[config.mk]
export PLATFORM = sky130hd
export DESIGN_NAME = opt_io_master
export DESIGN_NICKNAME = d
export VERILOG_FILES = /design/src/rtl/opt_io_master.sv
export SDC_FILE = /design/constraint.sdc
export NUM_CORES = 1
export LEC_CHECK = 0
export BUFFER_PORTS_ARGS = -buffer_cell sky130_fd_sc_hd__buf_2
export CORE_MARGIN = 5
export CORE_UTILIZATION = 50
export CTS_BUF_LIST = sky130_fd_sc_hd__clkbuf_8
export DETAILED_ROUTE_END_ITERATION = 7
export PLACE_DENSITY = 0.82
export SLEW_MARGIN = 20
export SYNTH_ARGS = -nofsm -noshare
export SYNTH_HDL_FRONTEND = slang
export SYNTH_SLANG_ARGS = --single-unit
[constraint.sdc]
create_clock -name clk -period 5.4 [get_ports clk]
set_input_delay 1.08 -clock clk [delete_from_list [all_inputs] [get_ports clk]]
set_output_delay 1.08 -clock clk [all_outputs]
set_load 0.1 [all_outputs]
[src/rtl/opt_io_master.sv]
// Host-side sequencer for the option pricing core: loads parameter words,
// holds the core in RUN, waits out the read latency and captures the fp16 price.
`timescale 1ns/1ps
module opt_io_master #(
   parameter int NUM_WORDS  = 4,
   parameter int RUN_CYCLES = 1024,
   parameter int READ_LAT   = 2
) (
   input  logic                   clk,
   input  logic                   rst,
   input  logic                   start,
   input  logic                   abort,
   input  logic [12*NUM_WORDS-1:0] param_wdata,
   output logic                   busy,
   output logic                   done,
   output logic [15:0]            price,
   output logic [1:0]             state_o,
   output logic [11:0]            in_o,
   input  logic [15:0]            out_i
);

   localparam int PW = 12 * NUM_WORDS;

   localparam logic [1:0] ST_IDLE = 2'b00;
   localparam logic [1:0] ST_LOAD = 2'b01;
   localparam logic [1:0] ST_RUN  = 2'b10;
   localparam logic [1:0] ST_READ = 2'b11;

   localparam logic [15:0] LOAD_LAST = 16'(NUM_WORDS - 1);
   localparam logic [15:0] RUN_LAST  = 16'(RUN_CYCLES - 1);
   localparam logic [15:0] READ_LAST = 16'(READ_LAT - 1);

   logic [1:0]    state_r;
   logic [1:0]    state_nxt_s;
   logic [15:0]   cnt_r;
   logic [15:0]   cnt_nxt_s;
   logic [PW-1:0] param_r;
   logic [PW-1:0] param_nxt_s;
   logic [PW-1:0] shifted_s;
   logic [11:0]   in_r;
   logic [11:0]   in_nxt_s;
   logic          capture_s;
   logic          busy_r;
   logic          done_r;
   logic [15:0]   price_r;

   // The latched parameters shift down one word per LOAD cycle, so the next
   // word to present is always the low word of the shifted copy.
   assign shifted_s = param_r >> 4'd12;

   // Next-state, counter and next LOAD word; abort wins over every transition.
   always_comb begin
      state_nxt_s = state_r;
      param_nxt_s = param_r;
      in_nxt_s    = 12'd0;
      capture_s   = 1'b0;
      case (state_r)
         ST_IDLE: begin
            if (start && !abort) begin
               state_nxt_s = ST_LOAD;
               param_nxt_s = param_wdata;
               in_nxt_s    = param_wdata[11:0];
            end else begin
               state_nxt_s = ST_IDLE;
            end
         end
         ST_LOAD: begin
            if (abort) begin
               state_nxt_s = ST_IDLE;
            end else if (cnt_r == LOAD_LAST) begin
               state_nxt_s = ST_RUN;
            end else begin
               param_nxt_s = shifted_s;
               in_nxt_s    = shifted_s[11:0];
            end
         end
         ST_RUN: begin
            if (abort) begin
               state_nxt_s = ST_IDLE;
            end else if (cnt_r == RUN_LAST) begin
               state_nxt_s = ST_READ;
            end else begin
               state_nxt_s = ST_RUN;
            end
         end
         ST_READ: begin
            if (abort) begin
               state_nxt_s = ST_IDLE;
            end else if (cnt_r == READ_LAST) begin
               state_nxt_s = ST_IDLE;
               capture_s   = 1'b1;
            end else begin
               state_nxt_s = ST_READ;
            end
         end
         default: begin
            state_nxt_s = ST_IDLE;
         end
      endcase
      if ((state_nxt_s != state_r) || (state_r == ST_IDLE)) begin
         cnt_nxt_s = 16'd0;
      end else begin
         cnt_nxt_s = cnt_r + 16'd1;
      end
   end

   // State, phase counter and all outputs are registered.
   always_ff @(posedge clk) begin
      if (rst) begin
         state_r <= ST_IDLE;
         cnt_r   <= 16'd0;
         param_r <= '0;
         in_r    <= 12'd0;
         busy_r  <= 1'b0;
         done_r  <= 1'b0;
         price_r <= 16'd0;
      end else begin
         state_r <= state_nxt_s;
         cnt_r   <= cnt_nxt_s;
         param_r <= param_nxt_s;
         in_r    <= in_nxt_s;
         busy_r  <= (state_nxt_s != ST_IDLE);
         done_r  <= capture_s;
         price_r <= capture_s ? out_i : price_r;
      end
   end

   assign state_o = state_r;
   assign in_o    = in_r;
   assign busy    = busy_r;
   assign done    = done_r;
   assign price   = price_r;

endmodule

==> results by group, run 1 <==
Worst setup path
  • Worst path slowest cell: nor4b_4
  • Worst path cell trace: or4_1 > nor4b_4 > a21boi_1 > o21ai_2 > a21oi_1
  • CP Buf/Inv Count: 0
  • Crit path launch: cnt_r[9]
  • Worst Path Max Fanout: 16
  • Worst setup path endpoint: cnt_r[5]
  • Reg-to-reg setup timing slack: 2780 ps
  • Critical Path AT: 2820 ps
  • Reg2reg end: cnt_r[5]
  • Worst Setup End Kind: register
  • Cell family with most CP delay: simple AND/OR/NAND/NOR gates
  • Path depth of the worst reg2reg path: 5
  • Crit Path Class: register to register
  • CP Data Required Time: 5600 ps
  • Levels on crit path: 5
  • Startpoint Class: register
  • Reg2reg start: cnt_r[9]
  • Critical path's largest stage delay: 590 ps

Pwr
  • Clock power share: 0.347
  • Internal power: 0.000924 W
  • Register share of total power: 0.520
  • Peak VDD IR: 0.137 mV
  • Switching pwr: 0.000351 W
  • Pwr per Cell Area: 309 nW/µm²
  • Pleak: 1.81 nW
  • Switching Fraction: 0.275
  • Logic pwr share: 0.133

Clock tree
  • # H-tree levels: 3
  • Clock slew at reported path FFs: 80 ps
  • Total CTS buffers: 9
  • Worst-Skew Late Latency: 340 ps
  • Longest Clk Path Bufs: 2
  • CTS resizes: 0
  • CTS tree: done
  • Sink Count: 84
  • Hold buffer count at CTS: 0
  • Setup Buffers After CTS: 0
  • Clock Root Buffer: clkbuf_8

STA
  • Max_slew headroom: 0.312
  • Clk_skew: 6.69 ps
  • PnR worst setup slack: 2780 ps
  • Fmax: 0.382 GHz
  • Unrepaired setup endpoints after global routing: false
  • Pins Over Slew Limit: 0
  • Actual slew at the worst max-slew pin: 1030 ps
  • Final hold vios: 0
  • Min cycle time layout: 2620 ps
  • Final Cycle Share: 0.485
  • # setup viols final: 0
  • Final setup TNS: 0 ps

Routing
  • First-pass detailed-route iteration total: 4
  • Final WL: 7440 µm
  • Via/cell ratio: 5.26
  • Drt wl/cell: 13.5 µm
  • 1st-iter DRT viols: 167
  • Antenna viol nets, final: 0
  • DRC viols: 0
  • Detailed-route via count: 2907

Synthesis
  • Simple logic cell fraction of the synthesized area: 0.184
  • Yosys cell types: 38
  • Synthesized netlist cell count: 386
  • Post-synthesis compound-gate area fraction: 0.172
  • Synthesized area: 3410 µm²
  • Mean Syn Cell Area: 8.83 µm²
  • Area leader, netlist: dfxtp_1
  • Ys Warns: 0
  • Syn nets: 456
  • Largest family of logic cells by synthesized area: simple AND/OR/NAND/NOR gates
  • Synth cell count leaders: dfxtp_1 (84), nand2_1 (49), a21oi_1 (46), nor2_1 (46), a211oi_1 (25)
  • Count leader, synth: dfxtp_1
  • Xor/xnor share of the synthesized area: 0.0360
  • Dominant synthesized flop cell: dfxtp_1
  • Mux share of post-synthesis cell area: 0.0705
  • Synth Area in Adders: 0.00734
  • Yosys top cell area share: 0.493
  • Async S/R FF share, synth: 0
  • Post-synth EDFFs: 0
  • FF+latch count, synth: 84
  • Register area share after synthesis: 0.493
  • Top cells by area, synth: dfxtp_1 (49%), mux2i_1 (7.0%), a21oi_1 (6.8%)

Global routing
  • Initial antenna violation count: 0
  • GR Overflow Total: 0
  • Global-route wire length before repair: 12600 µm
  • GRT Overall Usage: 0.179
  • Largest net degree at the start of global routing: 61
  • Vias in the first global route: 2786

Floorplan
  • Core area: 6720 µm²
  • Die area: 8570 µm²
  • Count of pins on the block boundary: 100
  • Height of the chip: 92.6 µm
  • Die Wd: 92.6 µm
  • Initial Util: 0.507
  • # rows: 30

Hold path
  • Hold path cells: 2
  • Worst min-delay path category: register to register

Finish
  • Layout cell share with drive strength beyond 1: 0.262
  • Area of all placed cells without fillers: 4120 µm²
  • ANT cells: 0
  • Layout Nets: 538
  • Layout area overhead: 20.9%
  • Util after Layout: 0.613

Placement
  • Post-DP HPWL: 5230 µm
  • Pre-CTS setup slack: 2610 ps
  • Port Buffers: 99
  • Area post-placement: 3920 µm²
  • GP Congestion: 0.773

Outcome
  • Status: complete, no violations

Run
  • Max-cap viol count: 0
==> worst min path at each step <==
stage,from,endpoint,slack [ps]
floorplan,param_r[36],param_r[36],430
global placement,price[15],price[15],440
detailed placement,price[5],price[5],440
CTS,price[5],price[5],450
global route,price[12],price[12],470
finish,price[5],price[5],450
==> cells by family (layout without fill, tap and decap cells) <==
kind of cell	after synthesis	in the layout
compound gates	94	94
xor+xnor	14	14
fa+ha+maj	2	2
buf+inv	31	118
flops	84	84
mux	24	24
simple gates	137	137
==> routing by layer <==
metal  up-vias  share of wire  track usage
li1       1521              -            -
met5         -              0            0
met2        77           0.45        0.286
met4         0          0.015       0.0631
met3        11          0.060       0.0374
met1      1298           0.47        0.239
==> power groups by stage <==
stage | logic, W | registers (W) | clock network (W)
floorplan | 0.0000900 | 0.000708 | 0
global placement | 0.000166 | 0.000676 | 0
detailed placement | 0.000169 | 0.000677 | 0
CTS | 0.000170 | 0.000663 | 0.000455
global route | 0.000185 | 0.000667 | 0.000479
finish | 0.000170 | 0.000663 | 0.000442
==> sequential cells by signal, indices dropped and copies added (netlist names) <==
signal	flops
done	1
state_o	2
param_r	36
busy	1
in_o	12
cnt_r	16
price	16
==> layout by cell type (no fill, tap or decap), types with 2 or more instances in the layout <==
cell type  instances
xnor2_1            5
buf_4              2
dfxtp_1           84
clkinv_4           2
and4_1             2
clkinv_2           2
a22oi_1           12
xor2_1             9
buf_2             99
and3_1             4
nand2_1           49
mux2i_1           24
a21oi_1           46
nand4_1            3
o21ai_0            3
nor2_1            46
ha_1               2
a211oi_1          25
clkbuf_8           9
or4_1              3
nand3_1           18
nand2b_1           3
==> worst reg2reg max path, cell delays in order, from the launching register on <==
cell	delay, ps
dfxtp_1	380
or4_1	540
nor4b_4	590
a21boi_1	240
o21ai_2	570
a21oi_1	150
==> cell type report <==
type / instances / area [µm²]
clock buffers: 9 / 124
fillers: 594 / 2600
clock inverters: 7 / 76.3
flip-flops and latches: 84 / 1680
well taps: 80 / 100
repair buffers: 101 / 510
inverters: 1 / 3.75
multi-input cells: 271 / 1630
==> metrics by stage <==
step                      power, W  hold WS [ps]  std cells
after detailed placement  0.000846           442        537
after global placement    0.000842           437        537
final                      0.00127           449        553
after floorplan           0.000798           431        386
after CTS                  0.00129           454        553
after global routing       0.00133           470        553
Power figures use the tool's default switching activity.
==> run 2, diff against run 1 <==
==> constraint.sdc (replaced) <==
create_clock -name clk -period 2.5 [get_ports clk]
set_input_delay 0.5 -clock clk [delete_from_list [all_inputs] [get_ports clk]]
set_output_delay 0.5 -clock clk [all_outputs]
set_load 0.1 [all_outputs]
==> run 2 against run 1 <==
Compared with the run above:
- maximum frequency up 17%
- count of clock-buffer cells in the layout up 1
- critical path type unchanged
- non-clock buffer count increased by 8
- global-route usage grew 0.20 points
- worst setup slack lost 2500 ps
- clock skew increased by 3.6 ps
==> results by group, run 2 (same netlist as run 1, synthesis figures left out) <==
STA
  • Actual slew at the worst max-slew pin: 499 ps (-533 ps)
  • Min cycle time layout: 2240 ps (-383 ps)
  • Pins Over Slew Limit: 0 (unchanged)
  • Unrepaired setup endpoints after global routing: false
  • Final hold vios: 0 (unchanged)
  • Clk_skew: 10.3 ps (+3.60 ps)
  • Max_slew headroom: 0.667 (+0.355)
  • Final Cycle Share: 0.894 (+0.409)
  • # setup viols final: 0 (unchanged)
  • Fmax: 0.447 GHz (+17%)
  • Final setup TNS: 0 ps (unchanged)

Clock tree
  • Setup Buffers After CTS: 0 (unchanged)
  • CTS tree: done
  • Longest Clk Path Bufs: 2 (unchanged)
  • Hold buffer count at CTS: 0 (unchanged)
  • Total CTS buffers: 9 (unchanged)
  • Clock Root Buffer: clkbuf_8
  • Worst-Skew Late Latency: 340 ps (about the same)
  • Clock slew at reported path FFs: 90 ps (about the same)
  • Sink Count: 84 (unchanged)
  • # H-tree levels: 3 (unchanged)
  • CTS resizes: 0 (unchanged)

Pwr
  • Peak VDD IR: 0.342 mV (+150%)
  • Final Power: 0.00268 W (+110%)
  • Pwr per Cell Area: 642 nW/µm² (+110%)
  • Pleak: 1.84 nW (+1.4%)

Floorplan
  • Core area: 6720 µm² (unchanged)
  • Die area: 8570 µm² (unchanged)
  • Count of pins on the block boundary: 100 (unchanged)
  • Height of the chip: 92.6 µm (unchanged)
  • Die Wd: 92.6 µm (unchanged)
  • Initial Util: 0.507 (unchanged)
  • # rows: 30 (unchanged)

Routing
  • DRC viols: 0 (unchanged)
  • Via/cell ratio: 5.28 (+0.51%)
  • Final WL: 7470 µm (+0.43%)
  • 1st-iter DRT viols: 138 (-17%)
  • Drt wl/cell: 13.3 µm (-1.0%)
  • Detailed-route via count: 2964 (+2.0%)
  • Antenna viol nets, final: 0 (unchanged)
  • First-pass detailed-route iteration total: 4 (unchanged)

Run
  • Max-cap viol count: 0 (unchanged)

Worst setup path
  • Worst path cell trace: or4_1 > nor4b_4 > buf_4 > a31oi_4 > buf_12 > nor2_1 > a211oi_1
  • Worst path slowest cell: or4_1
  • Startpoint Class: register
  • CP Data Required Time: 2720 ps (-2880 ps)
  • Critical Path AT: 2450 ps (-370 ps)
  • Critical path's largest stage delay: 590 ps (about the same)
  • Worst Setup End Kind: register
  • Cell family with most CP delay: simple AND/OR/NAND/NOR gates
  • CP Buf/Inv Count: 2 (+2)
  • Worst Path Max Fanout: 60 (+44)
  • Crit Path Class: register to register

Global routing
  • GRT Overall Usage: 0.181 (+0.00205)
  • Global-route wire length before repair: 12700 µm (+0.93%)
  • GR Overflow Total: 0 (unchanged)
  • Initial antenna violation count: 0 (unchanged)
  • Vias in the first global route: 2864 (+2.8%)
  • Largest net degree at the start of global routing: 61 (unchanged)

Finish
  • Largest Register: param_r
  • Finished Layout Cells: 561 (+1.4%)
  • Most common cell after layout, fill and taps aside: buf_2
  • Max reg flops: 36 (unchanged)
  • Layout cell share with drive strength beyond 1: 0.274 (+0.0123)
  • Layout area overhead: 22.4%
  • Util after Layout: 0.621 (+0.00782)
  • Commonest non-fill, non-tap cells in the layout: buf_2 (99), dfxtp_1 (83), nand2_1 (49), nor2_1 (46), a21oi_1 (46)
  • Layout Nets: 546 (+1.5%)
  • Area of all placed cells without fillers: 4170 µm² (+1.3%)
  • ANT cells: 0 (unchanged)

Placement
  • Port Buffers: 99 (unchanged)
  • GP Congestion: 0.795 (+2.9%)
  • Post-DP HPWL: 5390 µm (+3.2%)
  • Post-placement cell count: 545 (+1.5%)
  • Area post-placement: 3990 µm² (+1.9%)

Hold path
  • Worst min-delay path category: input pin to register

Outcome
  • Status: complete, no violations
==> run 2: cell types whose count changed in the layout (fill, tap and decap cells not counted), sizes merged <==
cell	before	now
buf	101	109
clkinv	4	2
bufinv	1	0
clkbuf	9	10
clkinvlp	1	2
inv	2	3
==> run 2: metrics by stage <==
| step | setup slack, ps | hold WS (ps) |
|---|---|---|
| 2_1_floorplan | 88.3 | 431 |
| 3_3_place_gp | 361 | 436 |
| 3_5_place_dp | 279 | 442 |
| 4_1_cts | 262 | 368 |
| 5_1_grt | 85.0 | 380 |
| 6_report | 264 | 388 |
==> run 2: final timing paths <==
check,slack (ps),to,startpoint,depth (start not counted)
worst max-delay path,260,param_r[20],cnt_r[2],7
worst min-delay path,390,in_o[5],param_wdata[5],3
worst max register to register,260,param_r[20],cnt_r[2],7
worst min register to register,450,price[8],price[8],2
==> run 2: area by class of cell <==
type / instances / area, µm²
fillers: 568 / 2540
flip-flops and latches: 84 / 1680
multi-input cells: 271 / 1620
repair buffers: 109 / 583
clock buffers: 10 / 138
well taps: 80 / 100
clock inverters: 6 / 46.3
inverters: 1 / 3.75
==> run 2: worst min-delay path: stages <==
cell     delay, ps
buf_2           70
a22oi_1         50
nor2_1          80
==> run 2: power by group <==
part,leakage (nW),internal [W],switching (W)
Clock,0.0893,0.000395,0.000482
Combinational,1.07,0.000137,0.000237
Sequential,0.685,0.00140,0.0000350
Total,1.84,0.00193,0.000753
==> run 2: layer usage <==
layer | GRT usage | vias to the layer above | wire length [µm]
li1 | - | 1545 | -
met4 | 0.0780 | 0 | 121
met3 | 0.0382 | 10 | 434
met2 | 0.288 | 81 | 3370
met5 | 0 | - | 0
met1 | 0.236 | 1328 | 3540
==> run 3, diff against run 2 <==
--- a/config.mk
+++ b/config.mk
@@ -5,12 +5,13 @@
 export SDC_FILE = /design/constraint.sdc
 export NUM_CORES = 1
 export LEC_CHECK = 0
+export ABC_AREA = 1
 export BUFFER_PORTS_ARGS = -buffer_cell sky130_fd_sc_hd__buf_2
 export CORE_MARGIN = 5
 export CORE_UTILIZATION = 50
 export CTS_BUF_LIST = sky130_fd_sc_hd__clkbuf_8
 export DETAILED_ROUTE_END_ITERATION = 7
-export PLACE_DENSITY = 0.82
+export PLACE_DENSITY = 0.81
 export SLEW_MARGIN = 20
 export SYNTH_ARGS = -nofsm -noshare
 export SYNTH_HDL_FRONTEND = slang
==> run 3 against run 2 <==
Compared with the run above:
- total power grew 4.6%
- synthesized area grew 5.5%
- hold slack gained 17 ps
- maximum frequency grew 9.7%
- die area grew 4.9%
- clock skew grew 1.9 ps
==> results by group, run 3 <==
Worst setup path
  • Critical path's largest stage delay: 710 ps (+120 ps)
  • Cell family with most CP delay: simple AND/OR/NAND/NOR gates
  • Top cell by count, worst path: nor2_1
  • Crit path launch: state_o[0]
  • CP Buf/Inv Count: 0 (-2)
  • Levels on crit path: 6 (-1)
  • Reg2reg end: cnt_r[9]
  • Startpoint Class: register
  • Worst Path Max Fanout: 16 (-73%)
  • Worst path cell trace: nor2_1 > nand3_1 > nand4_1 > nand2_1 > nand3_2 > nor2_1
  • Reg-to-reg setup timing slack: 460 ps (+200 ps)
  • Reg2reg start: state_o[0]
  • CP Data Required Time: 2740 ps (+20 ps)
  • Worst setup path endpoint: cnt_r[9]
  • Crit Path Class: register to register
  • Critical Path AT: 2280 ps (-170 ps)
  • Worst Setup End Kind: register
  • Path depth of the worst reg2reg path: 6 (-1)
  • Worst path slowest cell: nor2_1

Pwr
  • Switching Fraction: 0.254 (-0.0272)
  • Pleak: 1.88 nW (+2.4%)
  • Peak VDD IR: 0.321 mV (-6.2%)
  • Pwr per Cell Area: 645 nW/µm² (+0.49%)
  • Switching pwr: 0.000712 W (-5.6%)
  • Register share of total power: 0.503 (-0.031)
  • Final Power: 0.00280 W (+4.6%)
  • Logic pwr share: 0.109 (-0.030)
  • Clock power share: 0.387 (+0.060)
  • Internal power: 0.00209 W (+8.5%)

STA
  • Fmax: 0.490 GHz (+9.7%)
  • Final hold vios: 0 (unchanged)
  • Final Cycle Share: 0.816 (-0.0789)
  • Unrepaired setup endpoints after global routing: false
  • Clk_skew: 12.1 ps (+1.85 ps)
  • Actual slew at the worst max-slew pin: 996 ps (+497 ps)
  • Max_slew headroom: 0.335 (-0.332)
  • Pins Over Slew Limit: 0 (unchanged)
  • # setup viols final: 0 (unchanged)
  • Min cycle time layout: 2040 ps (-197 ps)
  • Final setup TNS: 0 ps (unchanged)

Finish
  • Multi-input logic area: 1590 µm² (-1.8%)
  • Largest Register: param_r
  • Most common cell after layout, fill and taps aside: buf_2
  • Layout Nets: 621 (+14%)
  • Area of all placed cells without fillers: 4340 µm² (+4.1%)
  • Max reg flops: 36 (unchanged)
  • Util after Layout: 0.609 (-0.0125)
  • Layout cell share with drive strength beyond 1: 0.282 (+0.00795)
  • # fillers: 679 (+20%)
  • ANT cells: 0 (unchanged)
  • Commonest non-fill, non-tap cells in the layout: buf_2 (99), dfxtp_1 (84), nand2_1 (57), o21ai_0 (53), a21oi_1 (52)
  • Storage cell area: 1680 µm² (about the same)
  • Layout area overhead: 20.7%

Synthesis
  • Area leader, netlist: dfxtp_1
  • Register area share after synthesis: 0.467 (-0.0259)
  • Dominant synthesized flop cell: dfxtp_1
  • Syn nets: 534 (+17%)
  • Synthesized netlist cell count: 464 (+20%)
  • Top cells by area, synth: dfxtp_1 (47%), o21ai_0 (7.4%), a21oi_1 (7.2%)
  • Ys Warns: 0 (unchanged)
  • Post-synth EDFFs: 0 (unchanged)
  • Async S/R FF share, synth: 0 (unchanged)
  • Yosys cell types: 26 (-32%)
  • Count leader, synth: dfxtp_1
  • Synth cell count leaders: dfxtp_1 (84), nand2_1 (57), o21ai_0 (53)
  • Synthesized area: 3600 µm² (+5.5%)
  • Yosys top cell area share: 0.467 (-0.0259)
  • Mean Syn Cell Area: 7.76 µm² (-12%)
  • FF+latch count, synth: 84 (unchanged)

Clock tree
  • Setup Buffers After CTS: 0 (unchanged)
  • Longest Clk Path Bufs: 2 (unchanged)
  • Clock Root Buffer: clkbuf_8
  • CTS resizes: 0 (unchanged)
  • Hold buffer count at CTS: 0 (unchanged)
  • CTS tree: done
  • Clock slew at reported path FFs: 90 ps (about the same)
  • Worst-Skew Late Latency: 350 ps (about the same)
  • Total CTS buffers: 9 (unchanged)
  • # H-tree levels: 3 (unchanged)
  • Sink Count: 84 (unchanged)

Global routing
  • Largest net degree at the start of global routing: 49 (-20%)
  • Vias in the first global route: 2960 (+3.4%)
  • Global-route wire length before repair: 13000 µm (+2.7%)
  • Initial antenna violation count: 0 (unchanged)
  • GR Overflow Total: 0 (unchanged)
  • GRT Overall Usage: 0.181 (+0.000288)

Floorplan
  • Core area: 7140 µm² (+6.2%)
  • Initial Util: 0.504 (-0.00324)
  • Die Wd: 94.8 µm (+2.4%)
  • Count of pins on the block boundary: 100 (unchanged)
  • Height of the chip: 94.8 µm (+2.4%)
  • # rows: 31 (+3.3%)
  • Die area: 8990 µm² (+4.9%)

Routing
  • DRC viols: 0 (unchanged)
  • First-pass detailed-route iteration total: 5 (+1)
  • Detailed-route via count: 3234 (+9.1%)
  • Antenna viol nets, final: 0 (unchanged)
  • 1st-iter DRT viols: 140 (+1.4%)
  • Final WL: 8070 µm (+7.9%)
  • Via/cell ratio: 4.94 (-6.5%)
  • Drt wl/cell: 12.3 µm (-7.6%)

Placement
  • Area post-placement: 4110 µm² (+3.1%)
  • GP Congestion: 0.819 (+3.0%)
  • Post-DP HPWL: 5870 µm (+8.8%)
  • Port Buffers: 99 (unchanged)

Hold path
  • Worst min-delay path category: input pin to register

Outcome
  • Status: complete, no violations

Run
  • Max-cap viol count: 0 (unchanged)
run 3: cell types whose count changed in the layout (fill, tap and decap cells not counted), sizes merged, moves of 6 or more:
| cell | before | now |
|---|---|---|
| a22oi | 12 | 0 |
| a21oi | 46 | 52 |
| buf | 109 | 103 |
| nand4 | 3 | 16 |
| mux2i | 24 | 0 |
| nand2 | 49 | 62 |
| nor2 | 46 | 62 |
| inv | 3 | 52 |
| o21ai | 4 | 53 |
| a211oi | 25 | 0 |
| mux2 | 0 | 12 |
run 3: routing by layer:
| metal | up-vias | global-route usage | wire [µm] |
|---|---|---|---|
| met5 | - | 0 | 0 |
| met4 | 0 | 0.0829 | 228 |
| met3 | 19 | 0.0446 | 529 |
| met2 | 104 | 0.282 | 3750 |
| met1 | 1426 | 0.236 | 3560 |
| li1 | 1685 | - | - |
run 3: area by class of cell:
cell class                      count  area share
Sequential cell                    84       0.387
Multi-Input combinational cell    302       0.366
Timing Repair Buffer              103       0.121
Inverter                           51      0.0441
Clock buffer                       10      0.0317
Tap cell                           99      0.0285
Clock inverter                      6      0.0213
run 3: worst min-delay path, delay by kind of cell:
family	cells	cell delay [ps]
buf+inv	1	90
simple gates	1	70
compound gates	1	50
run 3: worst min path at each step:
| stage | depth (start not counted) | endpoint | from | slack, ps |
|---|---|---|---|---|
| after floorplan | 2 | param_r[24] | param_r[24] | 420 |
| after CTS | 3 | param_r[42] | param_wdata[42] | 390 |
| after global placement | 2 | price[1] | price[1] | 430 |
| after global routing | 3 | param_r[42] | param_wdata[42] | 390 |
| final | 3 | param_r[42] | param_wdata[42] | 410 |
| after detailed placement | 2 | price[15] | price[15] | 440 |
run 3: metrics by stage:
step                      cells  hold slack [ps]  setup WS [ps]
after global routing        655              395            312
after global placement      639              429            445
after detailed placement    639              436            367
final                       655              406            461
after floorplan             464              424            230
after CTS                   655              393            538
run 3: logic make-up (layout without fill, tap and decap cells):
| kind of cell | count (synthesis) | after routing | synth area share |
|---|---|---|---|
| compound gates | 107 | 107 | 0.150 |
| xor+xnor | 14 | 14 | 0.0341 |
| fa+ha+maj | 2 | 2 | 0.00695 |
| buf+inv | 78 | 170 | 0.0904 |
| flops | 84 | 84 | 0.467 |
| mux | 12 | 12 | 0.0376 |
| simple gates | 167 | 167 | 0.213 |
run 3: power by group through the flow:
stage / Clock, W / Combinational [W] / Sequential [W]
after CTS: 0.00111 / 0.000307 / 0.00141
after floorplan: 0 / 0.000165 / 0.00149
after global placement: 0 / 0.000299 / 0.00144
after detailed placement: 0 / 0.000306 / 0.00144
after global routing: 0.00117 / 0.000343 / 0.00142
final: 0.00109 / 0.000307 / 0.00141
